**config.mk**
```make
export PLATFORM = sky130hd
export DESIGN_NAME = led_sequencer
export DESIGN_NICKNAME = d
export VERILOG_FILES = /design/src/rtl/led_sequencer.sv
export SDC_FILE = /design/constraint.sdc
export NUM_CORES = 1
export LEC_CHECK = 0
export CAP_MARGIN = 10
export CORE_MARGIN = 8
export CORE_UTILIZATION = 45
export CTS_CLUSTER_DIAMETER = 150
export DETAILED_ROUTE_END_ITERATION = 12
export PLACE_DENSITY = 0.67
export SKIP_LAST_GASP = 1
export SLEW_MARGIN = 20
export SYNTH_ARGS = -nofsm -noshare
export SYNTH_HDL_FRONTEND = slang
export SYNTH_SLANG_ARGS = --single-unit
export TNS_END_PERCENT = 1
```
**constraint.sdc**
```tcl
create_clock -name CLK_IN -period 2.29 [get_ports CLK_IN]
set_input_delay 0.458 -clock CLK_IN [delete_from_list [all_inputs] [get_ports CLK_IN]]
set_output_delay 0.458 -clock CLK_IN [all_outputs]
set_load 0.02 [all_outputs]
```
**src/rtl/led_sequencer.sv**
```systemverilog
// LED pattern sequencer: a synchronised slow tick steps the LED pattern, and a
// debounced, active-low mode button cycles through four pattern modes.
module led_sequencer #(
  parameter int LED_WIDTH       = 4,
  parameter int DEBOUNCE_CYCLES = 1000000
) (
  input  logic                 CLK_IN,
  input  logic                 RST_N,
  input  logic                 TICK_IN,
  input  logic                 BTN_N,
  output logic [LED_WIDTH-1:0] LED_OUT,
  output logic [1:0]           MODE_OUT,
  output logic                 STEP_OUT
);

  localparam int                   CNT_W    = $clog2(DEBOUNCE_CYCLES);
  localparam logic [CNT_W-1:0]     CNT_LAST = CNT_W'(DEBOUNCE_CYCLES - 1);
  localparam logic [LED_WIDTH-1:0] LED_ONE  = LED_WIDTH'(1);
  localparam logic [LED_WIDTH-1:0] LED_MSB  = LED_ONE << (LED_WIDTH - 1);

  typedef enum logic [1:0] {
    SHIFT_L = 2'd0,
    SHIFT_R = 2'd1,
    BOUNCE  = 2'd2,
    COUNT   = 2'd3
  } mode_t;

  mode_t                state, state_nxt;
  logic                 s1, s2, s3;
  logic                 step_ev;
  logic                 b1, b2, btn_stable;
  logic [CNT_W-1:0]     db_cnt;
  logic                 db_accept, press_ev;
  logic [LED_WIDTH-1:0] led_nxt;
  logic                 dir_up, dir_nxt, step_nxt;

  // Tick synchroniser plus delay flop for rising-edge detection
  always_ff @(posedge CLK_IN or negedge RST_N) begin
    if (!RST_N) begin
      s1 <= 1'b0;
      s2 <= 1'b0;
      s3 <= 1'b0;
    end else begin
      s1 <= TICK_IN;
      s2 <= s1;
      s3 <= s2;
    end
  end

  assign step_ev = s2 & ~s3;

  // Button synchroniser, idles released (high)
  always_ff @(posedge CLK_IN or negedge RST_N) begin
    if (!RST_N) begin
      b1 <= 1'b1;
      b2 <= 1'b1;
    end else begin
      b1 <= BTN_N;
      b2 <= b1;
    end
  end

  // The stable level flips on the same edge that raises the press event,
  // so the mode change lands on the edge that accepts the new level.
  assign db_accept = (b2 != btn_stable) && (db_cnt == CNT_LAST);
  assign press_ev  = db_accept && !b2;

  // Debounce counter and accepted button level
  always_ff @(posedge CLK_IN or negedge RST_N) begin
    if (!RST_N) begin
      btn_stable <= 1'b1;
      db_cnt     <= '0;
    end else if (b2 != btn_stable) begin
      if (db_cnt == CNT_LAST) begin
        btn_stable <= b2;
        db_cnt     <= '0;
      end else begin
        db_cnt <= db_cnt + 1'b1;
      end
    end else begin
      db_cnt <= '0;
    end
  end

  // Mode state register
  always_ff @(posedge CLK_IN or negedge RST_N) begin
    if (!RST_N) state <= SHIFT_L;
    else        state <= state_nxt;
  end

  // Mode advances one step per press event
  always_comb begin
    state_nxt = state;
    if (press_ev) begin
      case (state)
        SHIFT_L: state_nxt = SHIFT_R;
        SHIFT_R: state_nxt = BOUNCE;
        BOUNCE:  state_nxt = COUNT;
        COUNT:   state_nxt = SHIFT_L;
        default: state_nxt = SHIFT_L;
      endcase
    end
  end

  // Next LED pattern: a press loads the new mode's seed and discards any step
  always_comb begin
    led_nxt  = LED_OUT;
    dir_nxt  = dir_up;
    step_nxt = 1'b0;
    if (press_ev) begin
      case (state_nxt)
        SHIFT_L: led_nxt = LED_ONE;
        SHIFT_R: led_nxt = LED_MSB;
        BOUNCE: begin
          led_nxt = LED_ONE;
          dir_nxt = 1'b1;
        end
        COUNT:   led_nxt = '0;
        default: led_nxt = LED_ONE;
      endcase
    end else if (step_ev) begin
      step_nxt = 1'b1;
      case (state)
        SHIFT_L: led_nxt = {LED_OUT[LED_WIDTH-2:0], LED_OUT[LED_WIDTH-1]};
        SHIFT_R: led_nxt = {LED_OUT[0], LED_OUT[LED_WIDTH-1:1]};
        BOUNCE: begin
          if (dir_up) begin
            led_nxt = LED_OUT << 1;
            if (led_nxt[LED_WIDTH-1]) dir_nxt = 1'b0;
          end else begin
            led_nxt = LED_OUT >> 1;
            if (led_nxt[0]) dir_nxt = 1'b1;
          end
        end
        COUNT:   led_nxt = LED_OUT + LED_ONE;
        default: led_nxt = LED_OUT;
      endcase
    end
  end

  // Registered LED pattern, bounce direction and step pulse
  always_ff @(posedge CLK_IN or negedge RST_N) begin
    if (!RST_N) begin
      LED_OUT  <= LED_ONE;
      dir_up   <= 1'b1;
      STEP_OUT <= 1'b0;
    end else begin
      LED_OUT  <= led_nxt;
      dir_up   <= dir_nxt;
      STEP_OUT <= step_nxt;
    end
  end

  assign MODE_OUT = state;

endmodule

```
==> results of run 1 <==
-- through the flow --
step	hold slack, ns	area [µm²]	worst slack, ns
2_1_floorplan	0.162	1700	0.489
6_report	0.357	1920	0.321
5_1_grt	0.362	1920	0.274
3_3_place_gp	0.346	1830	0.526
3_5_place_dp	0.349	1830	0.495
4_1_cts	0.359	1920	0.307
-- logic make-up after synthesis --
group / count (synthesis) / synth area share [%]
AOI/OAI and AO/OA: 24 / 8.56
xor gates and xnor gates: 20 / 10.3
adders and majority gates: 6 / 4.43
buffers and inverters: 10 / 2.88
DFF: 34 / 50.6
muxes: 2 / 1.33
and+or+nand+nor: 69 / 21.9
-- per-layer routing --
layer	GRT usage [%]	up-vias
met5	0	-
met4	4.91	0
met3	4.49	5
met2	16.6	22
met1	13.6	585
li1	-	601
-- path summary, 6_finish.rpt --
kind | from | endpoint | slack [ns] | cells past startpoint
worst max-delay path | LED_OUT[0] | LED_OUT[0] | 0.32 | 1
worst min register to register | b1 | b2 | 0.36 | 0
min in group asynchronous | RST_N | db_cnt[6] | 0.57 | 2
worst max register to register | db_cnt[0] | db_cnt[3] | 0.48 | 6
max in group asynchronous | RST_N | b1 | 1.38 | 2
worst min-delay path | b1 | b2 | 0.36 | 0
-- registers in the layout, indices dropped and copies added, names as in the netlist --
name,count
LED_OUT,4
MODE_OUT,2
STEP_OUT,1
b1,1
b2,1
btn_stable,1
db_cnt,20
dir_up,1
s1,1
s2,1
s3,1
-- layout make-up --
| class | count | area share, % |
|---|---|---|
| Sequential cell | 34 | 44.5 |
| Multi-Input combinational cell | 121 | 41.0 |
| Timing Repair Buffer | 11 | 5.59 |
| Clock buffer | 7 | 4.49 |
| Tap cell | 48 | 3.12 |
| Inverter | 5 | 0.975 |
| Clock inverter | 1 | 0.260 |
-- power groups by stage --
| stage | logic, mW | clock network [mW] | registers, mW |
|---|---|---|---|
| 6_report | 0.124 | 0.452 | 0.661 |
| 5_1_grt | 0.138 | 0.497 | 0.664 |
| 4_1_cts | 0.127 | 0.468 | 0.660 |
| 3_5_place_dp | 0.126 | 0 | 0.671 |
| 3_3_place_gp | 0.124 | 0 | 0.669 |
| 2_1_floorplan | 0.0500 | 0 | 0.681 |
-- synthesized netlist by cell type, types with 3 or more instances --
cell	number	area, µm²
ha_1	6	75.1
and4_1	5	43.8
xor2_1	17	149
nand4_1	6	37.5
nand3_1	10	50.1
and3_1	6	37.5
dfstp_2	5	131
dfrtp_1	29	726
xnor2_1	3	26.3
nor2_1	23	86.3
o21ai_0	6	30.0
nand2_1	7	26.3
inv_1	5	18.8
a21oi_1	10	50.1
nor4b_1	3	26.3
==> run summary, run 1 <==
outcome - finished clean
cell-by-cell trace of the critical path - clkdlybuf4s50_1
part of the power in combinational logic - 10.1%
CTS tree - built
Nets - 188
hold buffers post-CTS - 0
final WL - 3090 µm
Seq cells post-synth - 34
CTS root buf - clkbuf_8
CTS H-tree lvls - 2
internal power - 927 µW
die footprint - 5990 µm²
relative slew slack - 71.8%
core area - 3630 µm²
DRC viols - 0
startpoint class of the critical path - flop
post-synth cell types - 33
Crit path max-delay family - buffers and inverters
initial antenna violation count - 0
Mapped Area - 1700 µm²
Worst path max stage delay - 0.62 ns
area used by multi-input combinational logic - 790 µm²
max cap viols - 0
row cnt - 22
global-route wire length before repair - 5440 µm
clock share of power - 36.5%
CP required - 1.83 ns
skew final - 0.00593 ns
fin util - 53.0%
die height - 77.4 µm
Worst Hold Class - reg -> reg
DIE WIDTH - 77.4 µm
Mapped Cells - 165
Syn. warnings - 0
RSZ-0062 raised after global routing - no
placed cells - 219
worst vdd ir - 0.000405 V
Cell Pwr Density - 643 nW/µm²
HPWL after DPL - 2150 µm
Final Hold Viols - 0
Final min period - 1.97 ns
CP Max Fanout - 7
gr usage total - 11.0%
WL per Instance - 13.6 µm
vias - 1213
GP Congestion - 0.831
Met1 Wirelength - 1420 µm
setup total negative slack - 0 ns
CTS buffer count - 5
Slew Limit Fails - 0
met3 wire length - 147 µm
# IOs - 11
post-route total power - 1.24 mW
synthesized net count - 175
share of cells above drive strength 1 - 10.6%
DR top layer - met4
CP Capture Type - output port
sequential power share - 53.4%
met2 wire len - 1470 µm
drt first pass iters - 4
Layout fillers - 334
vias per cell - 5.34
Data arrival, critical path - 1.51 ns
CTS resizes - 0
clock slew at reported path FFs - 0.07 ns
initial core utilization - 46.7%
most common library cell in the layout ignoring fill and taps - dfrtp_1
leakage - 0.856 nW
Worst-Margin Slew - 0.423 ns
final std cells w/o fill - 227
Switching Fraction - 25.1%
vias in the first global route - 1191
Max Root-Sink Buffers - 2
fin crit share - 86.0%
Top FF cell, synth - dfrtp_1
largest net degree at the start of global routing - 35
Slowest cell on crit path - clkdlybuf4s50_1
drt initial violations - 94
Syn Area/Cell - 10.3 µm²
critical path type - reg -> out
number of flops mapped to enable cells by yosys - 0
most frequent cells in the layout - dfrtp_1, nor2_1, xor2_1
number of setup buffers added after CTS - 0
count of input and output buffers - 10
clk_lat worst skew - 0.28 ns
sequential area share after synthesis - 50.6%
Congestion Overflow GR - 0
Net Sw Power - 311 µW
CP Buf/Inv Count - 1
Max Fclk - 508 MHz
layout overhead on the synthesized area - 13.5%
antenna viol nets, final - 0
flip-flop and latch area - 857 µm²
Setup violations, final - 0
# diodes - 0
ys async rst share - 100%
clock sink total - 34
(Power assumes the default switching activity.)
==> run 2: changes to the inputs <==
--- a/config.mk
+++ b/config.mk
@@ -10,6 +10,7 @@
 export CORE_UTILIZATION = 45
 export CTS_CLUSTER_DIAMETER = 150
 export DETAILED_ROUTE_END_ITERATION = 12
+export GPL_ROUTABILITY_DRIVEN = 0
 export PLACE_DENSITY = 0.67
 export SKIP_LAST_GASP = 1
 export SLEW_MARGIN = 20
==> results of run 2 <==
No change in the layout: final DEF, timing and power equal those of run 1.
==> run 3: changes to the inputs <==
--- a/config.mk
+++ b/config.mk
@@ -11,7 +11,7 @@
 export CTS_CLUSTER_DIAMETER = 150
 export DETAILED_ROUTE_END_ITERATION = 12
 export GPL_ROUTABILITY_DRIVEN = 0
-export PLACE_DENSITY = 0.67
+export PLACE_DENSITY = 0.6
 export SKIP_LAST_GASP = 1
 export SLEW_MARGIN = 20
 export SYNTH_ARGS = -nofsm -noshare
==> run summary, run 3 (synthesis results as in run 1) <==
setup total negative slack - 0 ns
Worst-Margin Slew - 0.464 ns
row cnt - 22
Max Fclk - 512 MHz
Slowest cell on crit path - clkdlybuf4s50_1
Data arrival, critical path - 1.50 ns
CP Max Fanout - 7
relative slew slack - 69.0%
critical path type - reg -> out
number of flip-flops in the largest register - 20
outcome - finished clean
fin util - 53.7%
layout overhead on the synthesized area - 15.0%
Final min period - 1.95 ns
Congestion Overflow GR - 0
startpoint class of the critical path - flop
Final Hold Viols - 0
final non-filler cell area - 1950 µm²
sequential power share - 48.7%
Switching Fraction - 23.2%
Crit path max-delay family - buffers and inverters
number of setup buffers added after CTS - 0
Worst path max stage delay - 0.62 ns
Worst Hold Class - reg -> reg
CTS root buf - clkbuf_8
share of cells above drive strength 1 - 10.6%
WL per Instance - 14.8 µm
Cell Pwr Density - 695 nW/µm²
vias in the first global route - 1250
Net Sw Power - 314 µW
initial antenna violation count - 0
Worst Reg-to-Reg Cells - 5
leakage - 0.866 nW
global-route wire length before repair - 5880 µm
clock share of power - 42.1%
vias - 1250
hold buffers post-CTS - 0
CP Buf/Inv Count - 1
cell-by-cell trace of the critical path - clkdlybuf4s50_1
fin crit share - 85.4%
CTS buffer count - 5
Reg-to-Reg Start - db_cnt[13]
Slew Limit Fails - 0
Top reg by flops - db_cnt
min-delay src - s1
# IOs - 11
r2r setup slk - 0.44 ns
placed cell area - 1830 µm²
Hold Path Sink - s2
clk_lat worst skew - 0.29 ns
RSZ-0062 raised after global routing - no
die footprint - 5990 µm²
drt first pass iters - 5
HPWL after DPL - 2330 µm
most common library cell in the layout ignoring fill and taps - dfrtp_1
initial core utilization - 46.7%
R2R Path End - db_cnt[11]
count of input and output buffers - 10
clock sink total - 34
worst vdd ir - 0.000385 V
hold path cells - 0
Layout fillers - 347
max cap viols - 0
WP depth - 1
Setup violations, final - 0
DIE WIDTH - 77.4 µm
final WL - 3370 µm
# diodes - 0
antenna viol nets, final - 0
internal power - 1.04 mW
CP required - 1.83 ns
die height - 77.4 µm
gr usage total - 12.0%
core area - 3630 µm²
Nets - 188
CTS resizes - 0
skew final - 0.0101 ns
most frequent cells in the layout - dfrtp_1, nor2_1, xor2_1
drt initial violations - 50
vias per cell - 5.51
largest net degree at the start of global routing - 35
CTS H-tree lvls - 2
part of the power in combinational logic - 9.2%
Max Root-Sink Buffers - 2
CTS tree - built
clock slew at reported path FFs - 0.07 ns
CP Capture Type - output port
DRC viols - 0
[run 3: how the worst max path moves through the flow]
stage / from / slack (ns) / end
after floorplan: MODE_OUT[0] / 0.49 / LED_OUT[3]
after global placement: MODE_OUT[0] / 0.49 / LED_OUT[3]
after detailed placement: db_cnt[0] / 0.46 / db_cnt[11]
after CTS: LED_OUT[0] / 0.33 / LED_OUT[0]
after global routing: LED_OUT[0] / 0.28 / LED_OUT[0]
final: LED_OUT[0] / 0.34 / LED_OUT[0]
[run 3: power by group through the flow]
stage               logic, mW  clock network, mW  registers, mW
detailed placement      0.127                  0          0.671
CTS                     0.127              0.575          0.660
floorplan              0.0500                  0          0.681
finish                  0.125              0.570          0.659
global route            0.141              0.601          0.666
global placement        0.124                  0          0.669
[run 3: stage by stage]
stage | setup slack (ns) | hold WS, ns | power, mW | std cells
global placement | 0.490 | 0.336 | 0.793 | 219
global route | 0.280 | 0.368 | 1.41 | 227
floorplan | 0.489 | 0.162 | 0.731 | 165
detailed placement | 0.462 | 0.346 | 0.797 | 219
finish | 0.335 | 0.356 | 1.35 | 227
CTS | 0.328 | 0.355 | 1.36 | 227
[run 3: final cells by class]
| type | instances | area, µm² | share of cell area (%) |
|---|---|---|---|
| sequential | 34 | 857 | 44.0 |
| multi-input combinational | 121 | 790 | 40.5 |
| timing repair buffer | 11 | 108 | 5.52 |
| clock buffer | 7 | 86.3 | 4.43 |
| tap | 48 | 60.1 | 3.08 |
| clock inverter | 1 | 30.0 | 1.54 |
| inverter | 5 | 18.8 | 0.963 |
[run 3: per-layer routing]
metal	vias up	GRT usage, %	share of wire, %
met5	-	0	0
met4	0	4.53	1.5
met3	7	3.57	4.1
met2	25	19.4	48
met1	616	14.7	47
li1	602	-	-
